## src/rtl/patgen_seq_pkg.sv

```systemverilog
// Shared types and constants for the pattern-generator scan sequencer:
// FSM states, generator register addresses and table byte indices.
package patgen_seq_pkg;

    typedef enum logic [2:0] {
        ST_IDLE = 3'd0,
        ST_LOAD = 3'd1,
        ST_ARM  = 3'd2,
        ST_RUN  = 3'd3,
        ST_GAP  = 3'd4
    } seq_state_e;

    // Generator configuration register addresses
    localparam logic [3:0] PG_ADDR_NUMPULSES = 4'd7;
    localparam logic [3:0] PG_ADDR_PERIODE   = 4'd8;
    localparam logic [3:0] PG_ADDR_RUNLEN_HI = 4'd10;
    localparam logic [3:0] PG_ADDR_RUNLEN_LO = 4'd11;
    localparam logic [3:0] PG_ADDR_IDELAY_HI = 4'd12;
    localparam logic [3:0] PG_ADDR_IDELAY_LO = 4'd13;
    localparam logic [3:0] PG_ADDR_CLKFAC_HI = 4'd14;
    localparam logic [3:0] PG_ADDR_CLKFAC_LO = 4'd15;

    // Byte positions within one table entry
    localparam logic [2:0] TB_NUMPULSES = 3'd0;
    localparam logic [2:0] TB_PERIODE   = 3'd1;
    localparam logic [2:0] TB_RUNLEN_HI = 3'd2;
    localparam logic [2:0] TB_RUNLEN_LO = 3'd3;
    localparam logic [2:0] TB_IDELAY_HI = 3'd4;
    localparam logic [2:0] TB_IDELAY_LO = 3'd5;
    localparam logic [2:0] TB_CLKFAC_HI = 3'd6;
    localparam logic [2:0] TB_CLKFAC_LO = 3'd7;

    localparam int unsigned ENTRY_BYTES = 8;

    function automatic logic [3:0] pg_addr_of(input logic [2:0] b);
        logic [3:0] a;
        unique case (b)
            TB_NUMPULSES: a = PG_ADDR_NUMPULSES;
            TB_PERIODE:   a = PG_ADDR_PERIODE;
            TB_RUNLEN_HI: a = PG_ADDR_RUNLEN_HI;
            TB_RUNLEN_LO: a = PG_ADDR_RUNLEN_LO;
            TB_IDELAY_HI: a = PG_ADDR_IDELAY_HI;
            TB_IDELAY_LO: a = PG_ADDR_IDELAY_LO;
            TB_CLKFAC_HI: a = PG_ADDR_CLKFAC_HI;
            default:      a = PG_ADDR_CLKFAC_LO;
        endcase
        return a;
    endfunction

endpackage

```

## src/rtl/patgen_seq_table.sv

```systemverilog
// Pulse-set configuration table: NUM_ENTRIES x 8 bytes, synchronous write,
// asynchronous read. Contents are intentionally not reset.
module patgen_seq_table #(
    parameter int unsigned NUM_ENTRIES = 8
) (
    input  logic                           clk,
    input  logic                           we,
    input  logic [$clog2(NUM_ENTRIES)-1:0] wr_entry,
    input  logic [2:0]                     wr_byte,
    input  logic [7:0]                     wr_data,
    input  logic [$clog2(NUM_ENTRIES)-1:0] rd_entry,
    input  logic [2:0]                     rd_byte,
    output logic [7:0]                     rd_data_c
);

    localparam int unsigned EW    = $clog2(NUM_ENTRIES);
    localparam int unsigned DEPTH = NUM_ENTRIES * 8;

    logic [7:0] mem_q [DEPTH];

    always_ff @(posedge clk) begin
        if (we) begin
            mem_q[{wr_entry, wr_byte}] <= wr_data;
        end
    end

    assign rd_data_c = mem_q[{rd_entry, rd_byte}];

endmodule

```

## src/rtl/patgen_scan_sequencer.sv

```systemverilog
// Steps a pulse pattern generator through a table of configurations: load 8
// registers, arm via pg_rst, wait for done or timeout, dwell, next entry.
// Optional PATSEQ_STEP_TIMESTAMP_EN adds last_step_cycles (RUN duration).
module patgen_scan_sequencer #(
    parameter int unsigned NUM_ENTRIES = 8,
    parameter int unsigned RST_CYCLES  = 2
) (
    input  logic                           clk,
    input  logic                           rst_n,
    input  logic                           tbl_we,
    input  logic [$clog2(NUM_ENTRIES)-1:0] tbl_entry,
    input  logic [2:0]                     tbl_byte,
    input  logic [7:0]                     tbl_din,
    input  logic                           start,
    input  logic                           abort,
    input  logic                           loop,
    input  logic [$clog2(NUM_ENTRIES):0]   num_steps,
    input  logic [15:0]                    gap_cycles,
    input  logic [31:0]                    timeout,
    input  logic                           pause,
    input  logic                           pg_done,
    output logic                           pg_write,
    output logic [3:0]                     pg_addr,
    output logic [7:0]                     pg_din,
    output logic                           pg_rst,
    output logic                           pg_suspend,
    output logic                           busy,
    output logic                           seq_done,
    output logic                           seq_err,
    output logic [$clog2(NUM_ENTRIES)-1:0] step
`ifdef PATSEQ_STEP_TIMESTAMP_EN
    ,
    output logic [31:0]                    last_step_cycles
`endif
);

    import patgen_seq_pkg::*;

    localparam int unsigned SW = $clog2(NUM_ENTRIES);
    localparam int unsigned AW = (RST_CYCLES > 1) ? $clog2(RST_CYCLES) : 1;

    seq_state_e    state_q, state_d;
    logic [2:0]    byte_q, byte_d;
    logic [AW-1:0] arm_q, arm_d;
    logic [15:0]   gap_q, gap_d;
    logic [31:0]   run_q, run_d;
    logic [SW-1:0] step_q, step_d;
    logic          seq_done_q, seq_done_d;
    logic          seq_err_q, seq_err_d;

    logic          pg_write_q, pg_write_d;
    logic [3:0]    pg_addr_q, pg_addr_d;
    logic [7:0]    pg_din_q, pg_din_d;
    logic          pg_rst_q, pg_rst_d;
    logic          busy_q, busy_d;

    logic [7:0]    tbl_rd_c;
    logic [SW:0]   num_eff_c;
    logic          last_step_c;
    logic          timeout_hit_c;
    logic          gap_end_c;

    patgen_seq_table #(
        .NUM_ENTRIES (NUM_ENTRIES)
    ) u_table (
        .clk       (clk),
        .we        (tbl_we),
        .wr_entry  (tbl_entry),
        .wr_byte   (tbl_byte),
        .wr_data   (tbl_din),
        .rd_entry  (step_d),
        .rd_byte   (byte_d),
        .rd_data_c (tbl_rd_c)
    );

    // Step count clamped into 1..NUM_ENTRIES
    always_comb begin
        num_eff_c = num_steps;
        if (num_steps == '0) begin
            num_eff_c = (SW+1)'(1);
        end else if (num_steps > (SW+1)'(NUM_ENTRIES)) begin
            num_eff_c = (SW+1)'(NUM_ENTRIES);
        end
    end

    assign last_step_c   = ((SW+1)'(step_q) + (SW+1)'(1)) == num_eff_c;
    assign timeout_hit_c = (timeout != 32'd0) && (run_q == (timeout - 32'd1));
    assign gap_end_c     = (17'(gap_q) + 17'd1) >= 17'(gap_cycles);

    always_comb begin
        state_d    = state_q;
        byte_d     = byte_q;
        arm_d      = arm_q;
        gap_d      = gap_q;
        run_d      = run_q;
        step_d     = step_q;
        seq_done_d = seq_done_q;
        seq_err_d  = seq_err_q;

        unique case (state_q)
            ST_IDLE: begin
                if (start) begin
                    state_d    = ST_LOAD;
                    step_d     = '0;
                    byte_d     = '0;
                    seq_done_d = 1'b0;
                    seq_err_d  = 1'b0;
                end
            end
            ST_LOAD: begin
                if (byte_q == 3'd7) begin
                    state_d = ST_ARM;
                    arm_d   = '0;
                end else begin
                    byte_d = byte_q + 3'd1;
                end
            end
            ST_ARM: begin
                if (arm_q == AW'(RST_CYCLES - 1)) begin
                    state_d = ST_RUN;
                    run_d   = '0;
                end else begin
                    arm_d = arm_q + AW'(1);
                end
            end
            ST_RUN: begin
                if (!pause) begin
                    // A timeout is flagged but otherwise treated like done
                    if (pg_done || timeout_hit_c) begin
                        if (!pg_done) begin
                            seq_err_d = 1'b1;
                        end
                        state_d = ST_GAP;
                        gap_d   = '0;
                    end else if (run_q != '1) begin
                        run_d = run_q + 32'd1;
                    end
                end
            end
            ST_GAP: begin
                if (!pause) begin
                    if (gap_end_c) begin
                        byte_d = '0;
                        if (!last_step_c) begin
                            step_d  = step_q + SW'(1);
                            state_d = ST_LOAD;
                        end else if (loop) begin
                            step_d  = '0;
                            state_d = ST_LOAD;
                        end else begin
                            seq_done_d = 1'b1;
                            state_d    = ST_IDLE;
                        end
                    end else begin
                        gap_d = gap_q + 16'd1;
                    end
                end
            end
            default: begin
                state_d = ST_IDLE;
            end
        endcase

        if (abort) begin
            state_d    = ST_IDLE;
            seq_done_d = seq_done_q;
            seq_err_d  = seq_err_q;
        end
    end

    // Output registers follow the next state so they line up with state_q
    always_comb begin
        pg_write_d = 1'b0;
        pg_addr_d  = '0;
        pg_din_d   = '0;
        if (state_d == ST_LOAD) begin
            pg_write_d = 1'b1;
            pg_addr_d  = pg_addr_of(byte_d);
            pg_din_d   = tbl_rd_c;
        end
        pg_rst_d = (state_d != ST_RUN);
        busy_d   = (state_d != ST_IDLE);
    end

    always_ff @(posedge clk or negedge rst_n) begin
        if (!rst_n) begin
            state_q    <= ST_IDLE;
            byte_q     <= '0;
            arm_q      <= '0;
            gap_q      <= '0;
            run_q      <= '0;
            step_q     <= '0;
            seq_done_q <= 1'b0;
            seq_err_q  <= 1'b0;
            pg_write_q <= 1'b0;
            pg_addr_q  <= '0;
            pg_din_q   <= '0;
            pg_rst_q   <= 1'b1;
            busy_q     <= 1'b0;
        end else begin
            state_q    <= state_d;
            byte_q     <= byte_d;
            arm_q      <= arm_d;
            gap_q      <= gap_d;
            run_q      <= run_d;
            step_q     <= step_d;
            seq_done_q <= seq_done_d;
            seq_err_q  <= seq_err_d;
            pg_write_q <= pg_write_d;
            pg_addr_q  <= pg_addr_d;
            pg_din_q   <= pg_din_d;
            pg_rst_q   <= pg_rst_d;
            busy_q     <= busy_d;
        end
    end

    assign pg_write   = pg_write_q;
    assign pg_addr    = pg_addr_q;
    assign pg_din     = pg_din_q;
    assign pg_rst     = pg_rst_q;
    assign pg_suspend = pause;
    assign busy       = busy_q;
    assign seq_done   = seq_done_q;
    assign seq_err    = seq_err_q;
    assign step       = step_q;

`ifdef PATSEQ_STEP_TIMESTAMP_EN
    logic        run_exit_c;
    logic [31:0] last_cyc_q, last_cyc_d;

    assign run_exit_c = (state_q == ST_RUN) && !pause && !abort && (pg_done || timeout_hit_c);

    // run_q counts from 0, so the duration is one more (saturating)
    always_comb begin
        last_cyc_d = last_cyc_q;
        if (run_exit_c) begin
            last_cyc_d = (run_q == '1) ? run_q : run_q + 32'd1;
        end
    end

    always_ff @(posedge clk or negedge rst_n) begin
        if (!rst_n) begin
            last_cyc_q <= '0;
        end else begin
            last_cyc_q <= last_cyc_d;
        end
    end

    assign last_step_cycles = last_cyc_q;
`endif

endmodule
```

## config.mk

```make
export PLATFORM = sky130hd
export DESIGN_NAME = patgen_scan_sequencer
export DESIGN_NICKNAME = d
export VERILOG_FILES = /design/src/rtl/patgen_seq_pkg.sv /design/src/rtl/patgen_seq_table.sv /design/src/rtl/patgen_scan_sequencer.sv
export SDC_FILE = /design/constraint.sdc
export NUM_CORES = 1
export LEC_CHECK = 0
export CAP_MARGIN = 20
export CELL_PAD_IN_SITES_DETAIL_PLACEMENT = 1
export CELL_PAD_IN_SITES_GLOBAL_PLACEMENT = 2
export CORE_MARGIN = 10
export CORE_UTILIZATION = 46
export DETAILED_ROUTE_END_ITERATION = 7
export HOLD_SLACK_MARGIN = 0.05
export PLACE_DENSITY = 0.88
export SLEW_MARGIN = 10
export SYNTH_ARGS = -nofsm -noshare
export SYNTH_HDL_FRONTEND = slang
export SYNTH_HIERARCHICAL = 1
export SYNTH_SLANG_ARGS = --single-unit
```

## constraint.sdc

```tcl
create_clock -name clk -period 5.4 [get_ports clk]
set_clock_uncertainty 0.1 [all_clocks]
set_input_delay 0.54 -clock clk [delete_from_list [all_inputs] [get_ports clk]]
set_output_delay 0.54 -clock clk [all_outputs]
set_load 0.1 [all_outputs]
```

Word level (Yosys, flattened, before mapping):

Memory sizes are Yosys's and may differ from the RTL's.
Index checks and enable logic that the tools add are counted.

* register bits after elaboration: 75
* memories kept: 1
* input port bits: 74
* word-level logic and storage cells: 124
* output and inout port bits: 21
* RAM bits: 512

* bitwise operators: 1
* $lt $le $gt $ge: 2
* reductions and logical operators: 17
* add/subtract/negate cells: 8
* equality and inequality tests: 29
* muxes and demuxes: 53

Memory list
* u_table.mem_q: words 64, bits a word 8, rd ports 1, clocked after Yosys merged registers in 0, wr ports 1, RTL line patgen_seq_table.sv:19 `logic [7:0] mem_q [DEPTH];`

Operators with widths (number)
* $mux 32: 4
* $mux 16: 4
* $pmux 32 s2: 1
* $mux 3: 17
* $add 32x1->32 const B: 1
* $eq 32x32->1: 1
* $ne 32x32->1 const B: 1
* $pmux 16 s2: 1
* $reduce_bool 32->1: 1
* $sub 32x1->32 const B: 1
* $pmux 4 s7: 1
* $ne 2x2->1 const B: 13
* $add 16x1->17 const B: 1
* $ge 17x16->1: 1
* $add 16x1->16 const B: 1
* $eq 3x3->1 const B: 5
* $mux 1: 15
* $pmux 3 s5: 1
* $eq 3x2->1 const B: 4
* $mux 4: 3
* $reduce_and 5->1: 2
* $reduce_bool 2->1: 5
* $eq 3x1->1 const B: 3
* $pmux 3 s3: 1
* other kinds (18): 22

Depth between registers and ports, before layout:

Gate-level depths: netlist of the first run.

* depth after elaboration: 11
* gate-level depth with buffers: 25
* gate-level depth less buffers: 22

Hierarchy:

The synthesis of the first run kept the hierarchy.

Modules (own cells, without submodules)
* patgen_seq_table: instances 1, seq. area each 15374.7 um^2, cells each 932, area an instance 20006.7 um^2
* patgen_scan_sequencer: instances 1, seq. area each 1878.1 um^2, cells each 661, area an instance 5632.9 um^2

Worst setup path before layout of the first run:

Ideal clock, no wire load.

* kind: register to register
* start: register gap_q[0]
* end: register pg_din_q[3] (netlist: pg_din[3])
* required time: 5.181 ns
* clock period less this slack: 4.896 ns
* stages on the path, launching flop included: 23
* path slack: 0.504 ns
* data arrival time: 4.677 ns
* setup time: 0.119 ns
* buffers on the path: 3
* path through: dfrtp_1 -> ha_1 -> nand3_1 -> nor2_1 -> and3_1 -> clkbuf_1 -> nand3_1 -> xnor2_1 -> ha_1 -> nand2_1 -> or2_2 -> a211oi_1 -> a211oi_1 -> o21ai_0 -> a41oi_1 -> o22a_1 -> buf_6 -> buf_4 -> mux4_2 -> mux4_2 -> o21ai_1 -> o41ai_1 -> and2_1

* elaborated cells between the ends (all ways): 15
* classes of those cells: add/sub (1); order compare (1); eq/ne (1); mux (11); memory (1)

RTL lines
* from (decl): RTL line patgen_scan_sequencer.sv:45 `logic [15:0] gap_q, gap_d;`
* from (signal assigned): RTL line patgen_scan_sequencer.sv:204 `gap_q <= gap_d;`
* $add 16x1->17: RTL line patgen_scan_sequencer.sv:88 `assign gap_end_c = (17'(gap_q) + 17'd1) >= 17'(gap_cycles);`
* $ge 17x16->1: RTL line patgen_scan_sequencer.sv:88
* $mux 3: RTL line patgen_scan_sequencer.sv:142 `if (gap_end_c) begin`
* $mux 3: RTL line patgen_scan_sequencer.sv:141 `if (!pause) begin`
* $pmux 3 s3: RTL line patgen_scan_sequencer.sv:100 `unique case (state_q)`
* net byte_d[0]: RTL line patgen_scan_sequencer.sv:43 `logic [2:0] byte_q, byte_d;`
* $mem_v2 64x8
* net tbl_rd_c[3]: RTL line patgen_scan_sequencer.sv:57 `logic [7:0] tbl_rd_c;`
* $mux 8: RTL line patgen_scan_sequencer.sv:176 `if (state_d == ST_LOAD) begin`
* net pg_din_d[3]: RTL line patgen_scan_sequencer.sv:53 `logic [7:0] pg_din_q, pg_din_d;`
* to (signal assigned): RTL line patgen_scan_sequencer.sv:211 `pg_din_q <= pg_din_d;`
* to (decl): RTL line patgen_scan_sequencer.sv:53

The timed path passes the listed nets, and every way through them passes these cells.
A chain may end at the register's enable or synchronous reset.

Worst setup path in the final report of the first run:

* start: register gap_q[0]
* end: register pg_din_q[2] (netlist: pg_din[2])

Same word-level chain as after synthesis.

==> summary.md, run 1 <==
| Metric | Value |
|---|---|
| Status | complete, no violations |
| Initial Utilization | 46.54% |
| Placed cell count | 2435 |
| Fmax | between 150 and 200 MHz |
| MaxCap Viol Count | 0 |
| Fin. max-slew vios | 0 |
| Core area | 55090 sq um |
| CP max stage cell | mux4_2 |
| Post-route setup slack | 0.2618 ns |
| RR Startpoint | gap_q[0] |
| Post-synth EDFFs | 512 |
| Delay-heaviest family, CP | simple AND/OR/NAND/NOR gates |
| Area contributors post-synth | edfxtp_1 (60%), mux4_2 (11%), dfrtp_1 (7.2%) |
| Via/cell ratio | 6.041 |
| Worst Reg-to-Reg Cells | 23 |
| Fin crit share | a little over nine tenths |
| # setup viols final | 0 |
| ANT cells | 0 |
| Pin count of the biggest net entering global routing | 76 |
| Routed vias | 15436 |
| Worst path arrival time | approximately 5.6 ns |
| Clock tree buffer depth | 3 |
| Largest stage delay on the critical path | 0.48 ns |
| Reg2reg end | pg_din[2] |
| Worst-path cell chain | buf_4 -> nand3_1 -> nor2_2 -> nand3_1 -> nor2_2 -> nand2_1 -> xnor2_1 -> ha_1 -> nand2_1 -> or2_2 -> o41ai_2 -> a31oi_1 -> o21ai_2 -> a41oi_2 -> o22a_4 -> buf_12 -> clkbuf_16 -> mux4_2 -> mux4_2 -> nor2_1 -> nor3_1 -> o2bb2ai_1 -> and2_1 |
| Synth cell types | 74 |
| Total track usage | between 20% and 30% |
| Synth Register Bits | 587 |
| DR DRC count | 0 |
| Routed WL per cell | 27.52 microns |
| FF+latch area | 17250 sq um |
| Area of the multi-input gates | 7983 sq um |
| Register area share after synthesis | 67.29% |
| Clk pin slew, worst setup/hold paths | 0.06 ns |
| Fin cells | 2555 |
| Critical path buffer and inverter count | 3 |
| Max rail drop VDD | 0.0003103 V |
| Cell Area, Synth | 25640 sq um |
| Final nets | 1852 |
| DP HPWL | 45.86 mm |
| Setup Crit Path Kind | flip-flop to flip-flop |
| # IOs | 95 |
| Ys async rst share | approximately an eighth |
| Main synth FF type | edfxtp_1 |
| Warnings from Yosys | 6 |
| Total CTS buffers | between 50 and 60 |
| H-tree depth | 2 |
| Reg2reg setup slack | 0.26 ns |
| Worst-path fanout max | 17 |
| Area Growth Syn to Fin | 17.37% |
| Antenna violation net count after detailed routing | 0 |
| CP startpoint kind | flip-flop |
| Routed wire length | 70.30 mm |
| Final Hold Vio Count | 0 |
| DR iter-0 viols | 1538 |
| Pre-CTS WS | -0.2372 ns |
| Post-synth top area share | approximately three fifths |
| Clock Tree Root | clkbuf_16 |
| Die H | between 200 and 300 microns |
| Crit end category | flip-flop |
| Pre-antenna DRT Iters | 5 |
| Final core occ | 54.62% |
| Instance area at placement | 27790 sq um |
| CTS Sinks | around 600 |
| Worst slew pin tran | 1.136 ns |
| Die width | between 200 and 300 microns |
| Die Area | 65580 sq um |
| Slew margin rel. | between 20% and 30% |
| First-pass GRT wire length | between 100 and 150 mm |
| Post-Syn Instances | 1593 |
| Power density over the cells | around 400 nW/um^2 |
| Fin area | 30090 sq um |
| I/O Buffers | 94 |
| Min Hold Slack | roughly 0.22 ns |
| Layout cells sized above 1 | about a fifth |
| Initial antenna violation count | 2 |
| Worst hold-check path type | input pin to async pin |
| Final Wtd Congestion | 0.8417 |
| Final min period | 5.138 ns |
| Yosys top cell by area | edfxtp_1 |
| Critical Path RT | 5.81 ns |
| Vias in the first global route | ~16000 |
| Net count after synthesis | 1688 |
| CTS tree | done |
| GRT overflow | 0 |
| Row count | 86 |
| Skew-Pair Late Insertion Delay | 0.65 ns |
| Leakage | 9.877 nW |
| Mean post-synth cell area | 16.10 sq um |
| Fillers | 5143 |
## cells in the final DEF, fill, tap and decap left out, types with 15 or more instances in the layout
cell	instances
mux2i_1	29
mux4_2	126
buf_4	70
nand2_1	71
dfrtp_1	74
or3_1	15
clkdlybuf4s50_1	85
edfxtp_1	512
inv_1	36
nor3_1	31
o21ai_0	24
clkbuf_1	16
nor2b_1	18
a21oi_1	34
xor2_1	17
clkbuf_16	60
xnor2_1	55
and2_1	15
ha_1	21
nand3_1	43
nor2_1	138
## layout make-up
type / count / share of cell area [%]
well taps: 748 / 3.110
repair buffers: 178 / 5.862
clock inverters: 25 / 1.160
inverters: 36 / 0.4490
flip-flops and latches: 587 / 57.33
clock buffers: 85 / 5.563
multi-input cells: 896 / 26.53
## state kept, by name (all words and copies together) (netlist names)
register	cells
byte_q	3
seq_err	1
busy	1
run_q	32
arm_q	1
gap_q	16
u_table/mem_q	512
pg_write	1
pg_rst	1
step	3
state_q	3
pg_addr	4
pg_din	8
seq_done	1
## cells in the mapped netlist (25+ instances only)
cell type  instances
edfxtp_1         512
nor2_1           143
mux4_2           126
dfrtp_1           74
nand2_1           71
xnor2_1           55
nand3_1           44
inv_1             36
a21oi_1           34
clkbuf_1          33
nor3_1            32
mux2i_1           30
o21ai_0           25
## layer usage
layer  global-route usage [%]  wire [microns]  up-vias
met5                        0              27        -
met4                    6.232            1761        4
met3                    3.213            4517      108
met2                    35.40           34680      604
met1                    28.27           29320     8099
li1                         -               -     6621
## logic make-up (layout without fill, tap and decap cells)
family / Yosys count / after routing / synth area share, %
buffers and inverters: 111 / 324 / 2.255
and+or+nand+nor: 428 / 428 / 8.345
AOI/OAI and AO/OA: 205 / 206 / 5.817
DFF: 587 / 587 / 67.29
muxes: 169 / 169 / 12.81
adders and majority gates: 21 / 21 / 1.025
xor gates and xnor gates: 72 / 72 / 2.459
## how the worst max path moves through the flow
stage | from | slack, ns | endpoint | cells after the start
after detailed placement | gap_q[0] | -0.24 | pg_din[1] | 23
final | gap_q[0] | 0.26 | pg_din[2] | 23
after global routing | gap_q[0] | -0.03 | pg_din[6] | 26
after global placement | gap_q[0] | -0.1 | pg_din[1] | 23
after floorplan | gap_q[0] | 0.50 | pg_din[3] | 22
after CTS | gap_q[0] | 0.004 | pg_din[4] | 22
## stage by stage
stage,power (mW),TNS [ns]
floorplan,6.865,0
global placement,7.686,-0.09919
detailed placement,7.779,-0.6085
CTS,12.06,0
global route,12.46,-0.1204
finish,12.06,0
## where the power goes
group	leakage, nW	switching, mW	internal [mW]
Clock	0.980	1.76	2.49
Sequential	5.60	0.0652	5.01
Combinational	3.30	1.44	1.29
## repair_timing
action                                  in CTS  in global routing
gates resized for setup                      9                 17
buffers inserted                             1                  4
pin swaps                                    1                  3
hold buffers                                 1                  0
hold endpoints to repair                    29                  0
gates cloned                                 1                  1
endpoints found under the setup margin       8                  8
Note: power is estimated with default switching activity, not from simulation.
==> inputs of run 2 (changes only) <==
Settings changed: RECOVER_POWER from default to 25.
Clock period 5.4 ns to 5 ns, I/O delays scaled along.
==> run 2 against run 1 <==
  * Critical path type unchanged
  * The flow now finishes with violations (capacitance limit, slew limit, setup timing)
  * Combinational power grew 26%
  * Wire length grew 12%
  * Sequential power grew 8.1%
  * Global-route usage grew 1.4 points
  * Register-to-register slack lost 0.44 ns
  * Non-clock buffer count grew 75
  * Largest cell class unchanged
  * Largest power group unchanged
==> summary.md, run 2 (synthesis gave the netlist of run 1 again) <==
| Metric | Value |
|---|---|
| Final nets | ~1900 |
| Die width | 256.1 microns |
| Clock tree buffer depth | 3 |
| Status | finished with violations |
| Layout cells sized above 1 | 26.26% |
| Total track usage | a little under a quarter |
| Die H | 256.1 microns |
| MaxCap Viol Count | 6 |
| Fillers | 5069 |
| Clock Tree Root | clkbuf_16 |
| Max reg flops | around 510 |
| Max rail drop VDD | 0.0002945 V |
| Met2 Resource Use GR | 38.82% |
| DR iter-0 viols | 1729 |
| Crit end category | flip-flop |
| Fin crit share | 103.6% |
| Via/cell ratio | about 6.3 |
| Area Growth Syn to Fin | 22.54% |
| Worst-path fanout max | 7 |
| Critical Path RT | 5.45 ns |
| Delay-heaviest family, CP | compound AO/OA/AOI/OAI gates |
| Initial antenna violation count | 0 |
| Area of the multi-input gates | approximately 8400 sq um |
| Hold Path Depth | 2 |
| Largest registers | u_table/mem_q x512, run_q x32, gap_q x16 |
| Commonest cells after routing, fill and taps aside | edfxtp_1 (512), nor2_1 (136), buf_4 (127) |
| CTS Sinks | 587 |
| Routed vias | around 16000 |
| Routed wire length | 79.07 mm |
| Final min period | between 5 and 6 ns |
| Fin cells | 2633 |
| Slew margin rel. | -134.5% |
| Worst hold-check path type | flip-flop to flip-flop |
| Vias in the first global route | 17243 |
| Setup TNS | -0.9449 ns |
| Antenna violation net count after detailed routing | 0 |
| Final core occ | 57.03% |
| Most flops, register | u_table/mem_q |
| Most common library cell in the layout ignoring fill and taps | edfxtp_1 |
| # setup viols final | 8 |
| Post-route setup slack | -0.1790 ns |
| RR Startpoint | gap_q[1] |
| DR DRC count | 0 |
| Worst slew pin tran | 3.518 ns |
| Setup Crit Path Kind | flip-flop to flip-flop |
| First-pass GRT wire length | 113.0 mm |
| Largest stage delay on the critical path | 0.51 ns |
| Hold Path Sink | seq_err |
| Clk pin slew, worst setup/hold paths | 0.07 ns |
| Routed WL per cell | 30.03 microns |
| GR peak layer | met2 |
| GRT overflow | 0 |
| Worst path arrival time | about 5.6 ns |
| CP startpoint kind | flip-flop |
| Total power | 14.03 mW |
| Worst-path cell chain | buf_6 -> ha_4 -> nand3_4 -> nor2_4 -> nand3_2 -> xnor2_2 -> ha_1 -> and4_1 -> a221o_1 -> a211oi_2 -> o21ai_1 -> buf_4 -> a41oi_4 -> o22a_4 -> buf_12 -> clkbuf_16 -> mux4_2 -> mux4_2 -> o21ai_2 -> o41ai_1 -> and2_1 |
| Critical path buffer and inverter count | 4 |
| CP most frequent cell | mux4_2 |
| CTS tree | done |
| Core area | 55090 sq um |
| Worst Reg-to-Reg Cells | 21 |
| Leakage | between 10 and 15 nW |
| Die Area | 65580 sq um |
| Pre-CTS WS | -0.6429 ns |
| Met1 usage | 28.46% |
| Placed cell count | 2482 |
| Pin count of the biggest net entering global routing | 76 |
| Row count | 86 |
| Fin. max-slew vios | 352 |
| Power density over the cells | 446.4 nW/um^2 |
| Hold path startpoint | seq_err |
| Met3 Resource Use GR | 3.942% |
| ANT cells | 0 |
| FF+latch area | between 15000 and 20000 sq um |
| Skew-Pair Late Insertion Delay | 0.66 ns |
| Reg2reg end | pg_din[3] |
| Pre-antenna DRT Iters | 5 |
| DP HPWL | 48.37 mm |
| Total CTS buffers | 60 |
| Reg2reg setup slack | -0.18 ns |
| CP max stage cell | mux4_2 |
| Failing checks | capacitance limit, slew limit, setup timing |
| RSZ-0062 raised after global routing | yes |
| Initial Utilization | 46.54% |
| I/O Buffers | 94 |
| Fmax | 193.1 MHz |
| Final Wtd Congestion | approximately 0.85 |
| # IOs | 95 |
| Final Hold Vio Count | 0 |
| H-tree depth | 2 |
[run 2: per-stage QoR]
stage | cell area, sq um | hold WS [ns]
after floorplan | 25640 | 0.1044
after global placement | 28160 | 0.4209
after detailed placement | 28160 | 0.4398
after CTS | 30870 | 0.4416
after global routing | 31420 | 0.4798
final | 31420 | 0.4511
[run 2: worst max path at each step]
| stage | from | to | slack, ns | cells past startpoint |
|---|---|---|---|---|
| 2_1_floorplan | gap_q[0] | pg_din[3] | 0.10 | 22 |
| 5_1_grt | gap_q[1] | pg_din[1] | -0.39 | 24 |
| 3_3_place_gp | gap_q[0] | pg_din[1] | -0.40 | 23 |
| 3_5_place_dp | gap_q[0] | pg_din[3] | -0.64 | 20 |
| 4_1_cts | gap_q[0] | pg_din[4] | 0.002 | 20 |
| 6_report | gap_q[1] | pg_din[3] | -0.18 | 21 |
[run 2: worst register-to-register path, cell delays in order, from the launching register on]
cell and delay, ns:
dfrtp_1 0.37, buf_6 0.11, ha_4 0.14, nand3_4 0.08, nor2_4 0.17, nand3_2 0.12, xnor2_2 0.15, ha_1 0.30
and4_1 0.24, a221o_1 0.39, a211oi_2 0.20, o21ai_1 0.10, buf_4 0.17, a41oi_4 0.17, o22a_4 0.34, buf_12 0.19
clkbuf_16 0.18, mux4_2 0.51, mux4_2 0.48, o21ai_2 0.22, o41ai_1 0.15, and2_1 0.20
[run 2: repair_timing]
item / in CTS / in global routing
hold buffers: 1 / 0
gates resized for setup: 51 / 53
pin swaps: 17 / 29
buffers inserted: 18 / 10
gates cloned: 2 / 5
endpoints found under the hold margin: 74 / 0
setup endpoints to repair: 8 / 8
[run 2: where the power goes]
part	switching, mW	internal [mW]
registers	0.0754	5.42
logic	1.77	1.66
clock network	2.00	3.10
[run 2: cell type report]
cell class | instances | area share, %
clock inverter | 42 | 2.103
timing repair buffer | 253 | 7.821
clock buffer | 72 | 5.054
tap | 748 | 2.979
sequential | 587 | 54.91
inverter | 36 | 0.4301
multi-input combinational | 895 | 26.70
[run 2: layer usage]
metal  up-vias  share of wire, %
met5         -                 0
met4         0               3.4
met3       179               7.6
met2       876                51
met1      8619                38
li1       6783                 -
==> inputs of run 3 (changes only) <==
Settings changed: CORE_MARGIN 10 to default, CORE_UTILIZATION 46 to 43, SYNTH_HIERARCHICAL 1 to default.
==> run 3 against run 2 <==
  * The flow finishes with violations (DRC, capacitance limit, slew limit, setup timing)
  * Total power decreased by 0.73%
  * Critical path type unchanged
  * Critical path depth stayed put
  * Sequential cell count did not move
  * Critical endpoint is now pg_din[6]
  * Synthesized cell count rose by 35%
==> summary.md, run 3 <==
| Metric | Value |
|---|---|
| Slew margin rel. | -128.0% |
| Clock Tree Root | clkbuf_16 |
| First-pass GRT wire length | 124.9 mm |
| DR DRC count | 9 |
| CTS tree | done |
| Total CTS buffers | 61 |
| Register area share after synthesis | between 60 and 70% |
| Fmax | 197.7 MHz |
| Failing checks | DRC, capacitance limit, slew limit, setup timing |
| Synth Register Bits | between 500 and 600 |
| Worst slew pin tran | about 3.4 ns |
| GRT overflow | 0 |
| Final nets | roughly 2500 |
| Skew-Pair Late Insertion Delay | 0.66 ns |
| Row count | 89 |
| Vias in the first global route | 20322 |
| Power density over the cells | 438.9 nW/um^2 |
| Die Area | 61410 sq um |
| Via/cell ratio | 6.114 |
| Placed cell count | 3066 |
| Most frequent cell after synthesis | edfxtp_1 |
| Commonest cells after routing, fill and taps aside | edfxtp_1 (512), nand2_1 (396), buf_4 (163) |
| Critical Path RT | 5.46 ns |
| CTS Sinks | 587 |
| ANT cells | 0 |
| Leakage | 11.16 nW |
| Most flops, register | u_table.mem_q |
| Die width | 247.8 microns |
| Fin. max-slew vios | 304 |
| Pre-CTS WS | -0.7752 ns |
| Net count after synthesis | between 2000 and 2500 |
| Worst path arrival time | between 5 and 6 ns |
| DR iter-0 viols | 2022 |
| Cell Area, Synth | between 20000 and 30000 sq um |
| H-tree depth | 2 |
| Post-synth top cells | edfxtp_1 (512), nand2_1 (396), nor2_1 (145) |
| Final core occ | 53.45% |
| Met3 Resource Use GR | 3.709% |
| Met2 Resource Use GR | between 40% and 50% |
| Met1 usage | 34.56% |
| Synth cell types | 81 |
| Total track usage | 27.27% |
| Instance area at placement | ~29000 sq um |
| Initial antenna violation count | 1 |
| Post-route setup slack | -0.05867 ns |
| Largest registers | u_table.mem_q x512, run_q x32, gap_q x16 |
| Clock tree buffer depth | 3 |
| Setup Crit Path Kind | flip-flop to flip-flop |
| Max reg flops | just over 500 |
| Routed vias | 19662 |
| Pin count of the biggest net entering global routing | 68 |
| Post-synth EDFFs | 512 |
| Routed wire length | roughly 88 mm |
| Yosys top cell by area | edfxtp_1 |
| Fin area | 31730 sq um |
| Status | finished with violations |
| Max rail drop VDD | 0.0002925 V |
| Fin crit share | 101.2% |
| Fin cells | 3216 |
| Final Wtd Congestion | 0.8804 |
| # setup viols final | 4 |
| Final Hold Vio Count | 0 |
| Ys async rst share | 12.78% |
| CP startpoint kind | flip-flop |
| Mean post-synth cell area | 12.11 sq um |
| Initial Utilization | 43.77% |
| Final min period | approximately 5.1 ns |
| Worst hold-check path type | flip-flop to flip-flop |
| Pre-antenna DRT Iters | 8 |
| Post-synth top area share | about three fifths |
| Area Growth Syn to Fin | 22.11% |
| GR peak layer | met2 |
| RSZ-0062 raised after global routing | yes |
| Crit end category | flip-flop |
| Most common library cell in the layout ignoring fill and taps | edfxtp_1 |
| Main synth FF type | edfxtp_1 |
| Area contributors post-synth | edfxtp_1 (59%), dfrtp_1 (7.1%), nand2_1 (5.7%) |
| # IOs | 95 |
| Worst-path fanout max | 24 |
| Warnings from Yosys | 0 |
| Core area | 59350 sq um |
| DP HPWL | about 56 mm |
| Routed WL per cell | 27.34 microns |
| Layout cells sized above 1 | approximately 16% |
| Antenna violation net count after detailed routing | 0 |
| Die H | 247.8 microns |
| MaxCap Viol Count | 6 |
| Clk pin slew, worst setup/hold paths | 0.06 ns |
| Post-Syn Instances | 2146 |
| I/O Buffers | between 90 and 100 |
==> run 3: cell types whose count changed after synthesis, moves of 15 or more <==
cell	delta
a31oi_1	+34
mux4_2	-126
xnor2_1	-15
nand3_1	+100
o21ai_0	+31
and3_1	+24
clkbuf_1	+44
mux2i_1	+47
nand4_1	+21
a21oi_1	+33
buf_1	+19
nand2_1	+325
==> run 3: logic make-up after synthesis <==
group	synth area share (%)
flops	66.41
compound gates	8.529
buf+inv	2.504
mux	3.010
fa+ha+maj	1.011
xor+xnor	2.278
simple gates	16.26
==> run 3: critical path, cell delays in order, from the launching register on <==
cell,delay [ns]
dfrtp_1,0.42
ha_2,0.21
nand4_1,0.14
nor4_2,0.16
buf_4,0.16
nor2b_4,0.15
xnor2_2,0.08
ha_1,0.33
nand4_1,0.12
o41a_1,0.44
a211oi_2,0.35
a211oi_4,0.11
a31oi_4,0.33
inv_8,0.10
buf_12,0.18
buf_4,0.18
mux2i_1,0.13
a32oi_2,0.22
o21ai_0,0.15
a211oi_2,0.41
o2bb2ai_1,0.17
nor3b_2,0.26
==> run 3: layout make-up <==
type | count | area, sq um
multi-input cells | 1395 | 8552
flip-flops and latches | 587 | 17250
clock buffers | 67 | 1549
fillers | 5996 | 27630
repair buffers | 297 | 2835
inverters | 52 | 210.2
well taps | 773 | 967.2
clock inverters | 45 | 359.1
==> run 3: through the flow <==
| step | hold WS (ns) | TNS, ns | total power, mW |
|---|---|---|---|
| after floorplan | 0.1044 | 0 | 7.533 |
| after global placement | 0.2734 | -2.656 | 8.993 |
| after detailed placement | 0.2773 | -5.001 | 9.118 |
| after CTS | 0.1720 | 0 | 13.57 |
| after global routing | 0.4643 | -1.572 | 14.27 |
| final | 0.4254 | -0.08852 | 13.92 |
==> run 3: routing by layer <==
layer / up-vias / share of wire (%) / wire length [microns]
met3: 198 / 7.7 / 6773
met4: 2 / 3.7 / 3254
met2: 959 / 50 / 43670
li1: 8508 / - / -
met1: 9995 / 39 / 34230
met5: - / 0.015 / 13
==> run 3: what timing repair did <==
item | 4_1_cts | 5_1_grt
buffers inserted | 5 | 21
gates resized for setup | 23 | 76
setup endpoints to repair | 8 | 8
hold endpoints to repair | 15 | 0
hold buffers | 1 | 0
gates cloned | 0 | 9
pin swaps | 4 | 38
==> run 3: worst paths after layout <==
path / from / end / slack, ns / depth (start not counted)
max in group asynchronous: rst_n / gap_q[2] / 2.85 / 3
setup reg to reg: gap_q[0] / pg_din[6] / -0.06 / 21
setup / recovery: gap_q[0] / pg_din[6] / -0.06 / 21
min in group asynchronous: rst_n / run_q[17] / 0.45 / 2
hold / removal: seq_done / seq_done / 0.43 / 2
hold reg to reg: seq_done / seq_done / 0.43 / 2
==> run 3: power by group <==
part,internal [mW],leakage [nW],switching [mW]
combinational,1.35,4.72,2.56
clock,2.44,0.941,1.98
sequential,5.46,5.50,0.134
